===== config.mk =====
export PLATFORM = sky130hd
export DESIGN_NAME = router_dst_fifo
export DESIGN_NICKNAME = d
export VERILOG_FILES = /design/src/rtl/router_dst_fifo.sv
export SDC_FILE = /design/constraint.sdc
export NUM_CORES = 1
export LEC_CHECK = 0
export ABC_CLOCK_PERIOD_IN_PS = 4400
export CAP_MARGIN = 20
export CORE_ASPECT_RATIO = 0.8
export CORE_UTILIZATION = 39
export DETAILED_ROUTE_END_ITERATION = 16
export SYNTH_ARGS = -nofsm -noshare
export SYNTH_HDL_FRONTEND = slang
export SYNTH_SLANG_ARGS = --single-unit

===== constraint.sdc =====
create_clock -name clock -period 4.4 [get_ports clock]
set_input_delay 0.88 -clock clock [delete_from_list [all_inputs] [get_ports clock]]
set_output_delay 0.88 -clock clock [all_outputs]
set_load 0.05 [all_outputs]

===== src/rtl/router_dst_fifo.sv =====
`default_nettype none
// ============================================================================
//  Module      : router_dst_fifo
//  Description : Per-destination output buffer of the 1x3 router. A
//                circular FIFO with wrap-bit pointers. It has a registered
//                read port and tracks packet length from the header byte so
//                that it can flag the parity byte. It flushes itself when a
//                valid byte waits too long without being read.
//  Revision    : 1.0 - initial release
// ============================================================================
module router_dst_fifo #(
    parameter int DEPTH   = 16,
    parameter int WIDTH   = 8,
    parameter int TIMEOUT = 30
) (
    input  logic             clock,
    input  logic             resetn,
    input  logic             write_enb,
    input  logic [WIDTH-1:0] data_in,
    input  logic             lfd_state,
    input  logic             read_enb,
    output logic [WIDTH-1:0] data_out,
    output logic             vld_out,
    output logic             full,
    output logic             empty,
    output logic             soft_reset,
    output logic             pkt_end
);

    localparam int              c_AW    = $clog2(DEPTH);
    localparam int              c_TW    = $clog2(TIMEOUT) + 1;
    localparam logic [c_TW-1:0] c_TLAST = c_TW'(TIMEOUT - 1);

    // Each entry carries the header marker above the data byte
    logic [WIDTH:0]   r_mem [DEPTH];
    logic [c_AW:0]    r_wr_ptr;
    logic [c_AW:0]    r_rd_ptr;
    logic [5:0]       r_pkt_cnt;
    logic [c_TW-1:0]  r_tcnt;

    logic             w_empty;
    logic             w_full;
    logic             w_idle;
    logic             w_flush;
    logic             w_wr_fire;
    logic             w_rd_fire;
    logic [WIDTH:0]   w_rd_word;

    // Equal pointers mean empty; the same slot with opposite laps means full
    assign w_empty   = (r_wr_ptr == r_rd_ptr);
    assign w_full    = (r_wr_ptr[c_AW] != r_rd_ptr[c_AW]) &&
                       (r_wr_ptr[c_AW-1:0] == r_rd_ptr[c_AW-1:0]);
    assign empty     = w_empty;
    assign full      = w_full;
    assign vld_out   = !w_empty;

    // A valid byte is waiting and the destination is not reading it
    assign w_idle    = !w_empty && !read_enb;
    assign w_flush   = w_idle && (r_tcnt == c_TLAST);
    assign w_wr_fire = write_enb && !w_full && !w_flush;
    assign w_rd_fire = read_enb && !w_empty;
    assign w_rd_word = r_mem[r_rd_ptr[c_AW-1:0]];

    // Storage array: the array is not reset because the pointers define validity
    always_ff @(posedge clock) begin
        if (w_wr_fire) begin
            r_mem[r_wr_ptr[c_AW-1:0]] <= {lfd_state, data_in};
        end
    end

    // Write and read pointers; a flush rewinds both to the origin
    always_ff @(posedge clock or negedge resetn) begin
        if (!resetn) begin
            r_wr_ptr <= '0;
            r_rd_ptr <= '0;
        end else if (w_flush) begin
            r_wr_ptr <= '0;
            r_rd_ptr <= '0;
        end else begin
            if (w_wr_fire) r_wr_ptr <= r_wr_ptr + 1'b1;
            if (w_rd_fire) r_rd_ptr <= r_rd_ptr + 1'b1;
        end
    end

    // Timeout counter of consecutive cycles where a valid byte is left unread
    always_ff @(posedge clock or negedge resetn) begin
        if (!resetn) begin
            r_tcnt <= '0;
        end else if (!w_idle || w_flush) begin
            r_tcnt <= '0;
        end else begin
            r_tcnt <= r_tcnt + c_TW'(1);
        end
    end

    // Registered read data plus packet-length tracking for the parity-byte flag
    always_ff @(posedge clock or negedge resetn) begin
        if (!resetn) begin
            data_out  <= '0;
            r_pkt_cnt <= '0;
            pkt_end   <= 1'b0;
        end else begin
            pkt_end <= 1'b0;
            if (w_flush) begin
                data_out  <= '0;
                r_pkt_cnt <= '0;
            end else if (w_rd_fire) begin
                data_out <= w_rd_word[WIDTH-1:0];
                if (w_rd_word[WIDTH]) begin
                    // A header restarts the count even if a packet was cut short
                    r_pkt_cnt <= w_rd_word[7:2] + 6'd1;
                end else if (r_pkt_cnt != 6'd0) begin
                    r_pkt_cnt <= r_pkt_cnt - 6'd1;
                    pkt_end   <= (r_pkt_cnt == 6'd1);
                end
            end
        end
    end

    // One-cycle soft-reset pulse that marks a timeout flush
    always_ff @(posedge clock or negedge resetn) begin
        if (!resetn) begin
            soft_reset <= 1'b0;
        end else begin
            soft_reset <= w_flush;
        end
    end

endmodule
`default_nettype wire

Yosys cells after proc, flatten, opt, wreduce, memory -nomap -nowiden
Memory sizes are Yosys's and may differ from the RTL's.
Cells that the tools add are included.
Widths: inputs -> output; s select.
- memory bits (writable): 144
- logic and storage cells: 52
- memories: 1
- flip-flop bits (word level): 32
- memories (name ; words ; bits a word ; read ports ; clocked after memory_dff ; wr ports ; line ; RTL):
    r_mem ; 16 ; 9 ; 1 ; 0 ; 1 ; 35 ; logic [WIDTH:0] r_mem [DEPTH];
- multiplexer cells: 17
- eq/ne operators: 5
- reduce and logical (&&, ||, !) cells: 17
- add/subtract/negate cells: 5
- operator list (operator ; number):
    $mux 6 ; 5
    $mux 5 ; 4
    $mux 8 ; 2
    $add 6x1->6 const B ; 2
    $add 5x1->5 const B ; 2
    $eq 6x1->1 const B ; 1
    $eq 6x5->1 const B ; 1
    $logic_and 1x1->1 ; 6
    $mux 1 ; 6
    $reduce_bool 6->1 ; 1
    $sub 6x1->6 const B ; 1
    $eq 5x5->1 ; 1
    $logic_not 1->1 ; 5
    $eq 4x4->1 ; 1
    $reduce_bool 2->1 ; 2
    $reduce_bool 3->1 ; 1
    $reduce_and 2->1 ; 1
    $logic_or 1x1->1 ; 1
    $ne 1x1->1 ; 1

Longest topological paths before layout
- depth after elaboration: 8
- mapped depth: 11
- depth with buffers taken out: 9

Worst setup path before layout
OpenSTA, ideal clock, no wires.
- path kind: reg2out
- from: reg r_rd_ptr[0]
- to: out vld_out
- data required time: 3.520 ns
- data arrival time: 2.202 ns
- cell stages (with the launch flop): 7
- path slack: 1.318 ns
- path through: dfrtp_1 buf_6 buf_6 xnor2_1 nand4_1 nor2_1 inv_1
- longest elaborated chain between the ends: 2
- ends and longest elaborated chain (element ; line ; RTL):
    start, declared ; 37 ; logic [c_AW:0] r_rd_ptr;
    start signal, assigned ; 81 ; if (w_rd_fire) r_rd_ptr <= r_rd_ptr + 1'b1;
    $eq 5x5->1 ; 50 ; assign w_empty = (r_wr_ptr == r_rd_ptr);
    net empty ; 25 ; output logic empty,
    $logic_not 1->1 ; 55 ; assign vld_out = !w_empty;
    end, declared ; 23 ; output logic vld_out,
The timed path passes the listed nets, and every way through them passes these cells.

Worst setup path after layout
- from: reg r_rd_ptr[2]
- to: out empty
- longest elaborated chain between the ends: 1
- ends and longest elaborated chain (element ; line):
    $eq 5x5->1 ; 50
    end, declared ; 25
No other way between the ends.

==> run_results.csv <==
group,metric,value,unit
setup_path,cp-startpoint,"r_rd_ptr[2]$_DFFE_PN0P_",
detailed_routing,postRouteAntennaNets,0,
placed_design,hpwlAfterDp,10660,um
setup_path,path_depth,4,
detailed_routing,wirelength,15910,um
pwr,leakagePower,2.999,nW
setup_path,critPathMaxFanout,20,
clocking,ctsHoldBuffers,0,
yosys,synth_cell_types,54,
detailed_routing,first_iter_violations,463,
sta,finalMaxSlewViolations,0,
clocking,post_cts_buffers,0,
cells_and_area,drive_gt1_share,14.09,%
pwr,peakVddDrop,0.3017,mV
cells_and_area,syn_to_final_growth,14.78,%
sta,hold_slack,0.5016,ns
placed_design,dp.cells,725,
grt,gr-total-overflow,0,
grt,grt_pass1_wl,24560,um
clocking,cts_buffers,17,
grt,antenna_found_initial,0,
sta,setup_viol,0,
placed_design,io_buffer_count,25,
yosys,yosysWarnings,0,
setup_path,worstPathCellList,"xnor2_1 > nand4_1 > nor2_1 > clkdlybuf4s50_1",
setup_path,worstRegToRegCells,6,
pwr,power_density,666.0,mW/mm^2
setup_path,max_stage_delay,0.85,ns
yosys,yosys_most_used_dff,"edfxtp_1",
detailed_routing,vias,4037,
yosys,synth_edf_count,144,
job,cap_viol_max_count,0,
sta,max_freq,0.2715,GHz
yosys,synth_cells,456,
run_status,status,"finished clean",
setup_path,ff2ff_setup_slack,1.06,ns
detailed_routing,post_drt_wl_per_cell,21.02,um
floorplan,core-area,0.01850,mm^2
sta,rsz0062_at_grt,"false",
floorplan,die_w,157.0,um
detailed_routing,drtPass1Iterations,6,
setup_path,worstSetupPathType,"register to output pin",
cells_and_area,final_common_cell,"edfxtp_1",
setup_path,regToRegEndpoint,"r_mem[7][4]$_DFFE_PP_",
setup_path,timing.rr.start,"r_rd_ptr[2]$_DFFE_PN0P_",
placed_design,place_congestion,0.8224,
sta,fin_crit,3.684,ns
pwr,finalPower,5.726,mW
setup_path,end_kind,"output pin",
setup_path,required,3.52,ns
setup_path,critPathLaunchType,"register",
clocking,tritoncts,"built",
yosys,synth.net_count,480,
clocking,htree_num_levels,4,
floorplan,die_area,0.01977,mm^2
floorplan,die_y,126.0,um
cells_and_area,antenna_cells,0,
grt,grt.total_usage,17.48,%
yosys,ys_seq_area_share,68.41,%
floorplan,row_count,44,
clocking,clock_sinks,176,
clocking,cts-root-buf,"clkbuf_16",
detailed_routing,post-route-drc-count,0,
yosys,ys_ff_latch,176,
cells_and_area,stdcell_count,757,
grt,grt_pass1_vias,4062,
setup_path,crit_arrival,2.80,ns
yosys,async_reset_ff_share,18.18,%
clocking,clockBufferDepth,2,
yosys,synth_area_leaders,"edfxtp_1, dfrtp_1, mux4_2",
clocking,clk_pin_slew,0.07,ns
floorplan,io_pins,26,
yosys,syn-cell-area,0.007491,mm^2
cells_and_area,fin_nets,515,
sta,fin_skew,0.01056,ns
cells_and_area,final_cell_mix,"edfxtp_1, nor2_1, nand2_1",
sta,relSlewSlack,38.57,%
setup_path,cpMaxStageDelayCell,"dfrtp_1",
min_path,min_path_type,"register to register",
grt,grt_max_degree,26,
sta,worstMarginPinSlew,0.9186,ns
floorplan,start_util,40.50,%
setup_path,path_buf_inv,1,
sta,finalHoldViolations,0,
yosys,avgSynthCellArea,16.43,um^2
sta,final.period_utilization,83.72,%
yosys,yosysTopAreaCell,"edfxtp_1",
setup_path,worstSetupEndpoint,"empty",
clocking,ctsResizeCount,0,
detailed_routing,viasPerCell,5.333,
yosys,yosysTopAreaCellShare,57.73,%
sta,setup_tns,0,ns
setup_path,critical-path-top-delay-family,"flip-flops",
clocking,clk-insertion-delay-late,0.44,ns
==> registers in the layout, indices dropped and copies added, names as in the netlist <==
signal / cells
pkt_end: 1
r_pkt_cnt: 6
r_tcnt: 6
r_rd_ptr: 5
soft_reset: 1
r_wr_ptr: 5
r_mem: 144
data_out: 8
==> cells in the mapped netlist, drive strengths merged (2+ instances only) <==
cell,n
edfxtp,144
nor2,41
mux4,33
dfrtp,32
nand2,31
mux2i,16
nand3,15
buf,13
ha,11
o21ai,11
xnor2,10
inv,9
xor2,9
clkbuf,8
a22oi,7
nor2b,6
nor3,6
a21oi,5
nand4,5
and3,3
mux2,3
nand3b,3
o31ai,3
or3,3
a211oi,2
a221oi,2
and2,2
nand2b,2
nor4,2
o21a,2
o22ai,2
==> report_power, final <==
group / leakage (nW) / internal [mW] / switching (mW)
Combinational: 1.01 / 0.806 / 1.12
Sequential: 1.70 / 2.06 / 0.259
Clock: 0.287 / 0.760 / 0.719
Total: 3.00 / 3.63 / 2.10
==> stage by stage <==
| stage | utilization [%] | setup slack [ns] | instance area, um^2 |
|---|---|---|---|
| global placement | 43.31 | 1.119 | 8011 |
| global route | 46.48 | 0.4916 | 8598 |
| CTS | 46.48 | 0.7188 | 8598 |
| finish | 46.48 | 0.7163 | 8598 |
| detailed placement | 43.31 | 1.046 | 8011 |
| floorplan | - | 1.318 | 7491 |
==> layer usage <==
metal | GRT usage [%] | vias to the layer above | part of all wire, %
met5 | 0 | - | 0
met4 | 4.902 | 0 | 0.81
met3 | 5.334 | 10 | 5.2
met2 | 24.21 | 112 | 44
met1 | 26.38 | 2067 | 50
li1 | - | 1848 | -
==> area by class of cell <==
class                      count  area, um^2
fill                        1581        9899
multi-input combinational    250        2193
sequential                   176        5127
clock buffer                  17       425.4
timing repair buffer          37       340.3
inverter                       9       33.78
tap                          253       316.6
clock inverter                15       161.4
==> how the worst min path moves through the flow <==
stage	from	end	slack (ns)	cells past startpoint
finish	r_tcnt[0]$_DFF_PN0_	r_tcnt[0]$_DFF_PN0_	0.50	1
global route	r_tcnt[0]$_DFF_PN0_	r_tcnt[0]$_DFF_PN0_	0.54	1
CTS	r_tcnt[0]$_DFF_PN0_	r_tcnt[0]$_DFF_PN0_	0.51	1
global placement	r_tcnt[0]$_DFF_PN0_	r_tcnt[0]$_DFF_PN0_	0.48	1
detailed placement	r_tcnt[0]$_DFF_PN0_	r_tcnt[0]$_DFF_PN0_	0.50	1
floorplan	r_tcnt[0]$_DFF_PN0_	r_tcnt[0]$_DFF_PN0_	0.46	1
==> cell families (layout without fill, tap and decap cells) <==
kind of cell	Yosys count	after routing	share of synthesized area (%)
flip-flops	176	176	68.41
adder cells (fa/ha/maj)	11	11	1.837
buffers and inverters	30	78	2.305
multiplexers	52	52	13.26
AO/OA/AOI/OAI	44	44	4.109
AND/OR/NAND/NOR	124	124	7.850
XOR/XNOR	19	19	2.221
(Power assumes the default switching activity.)
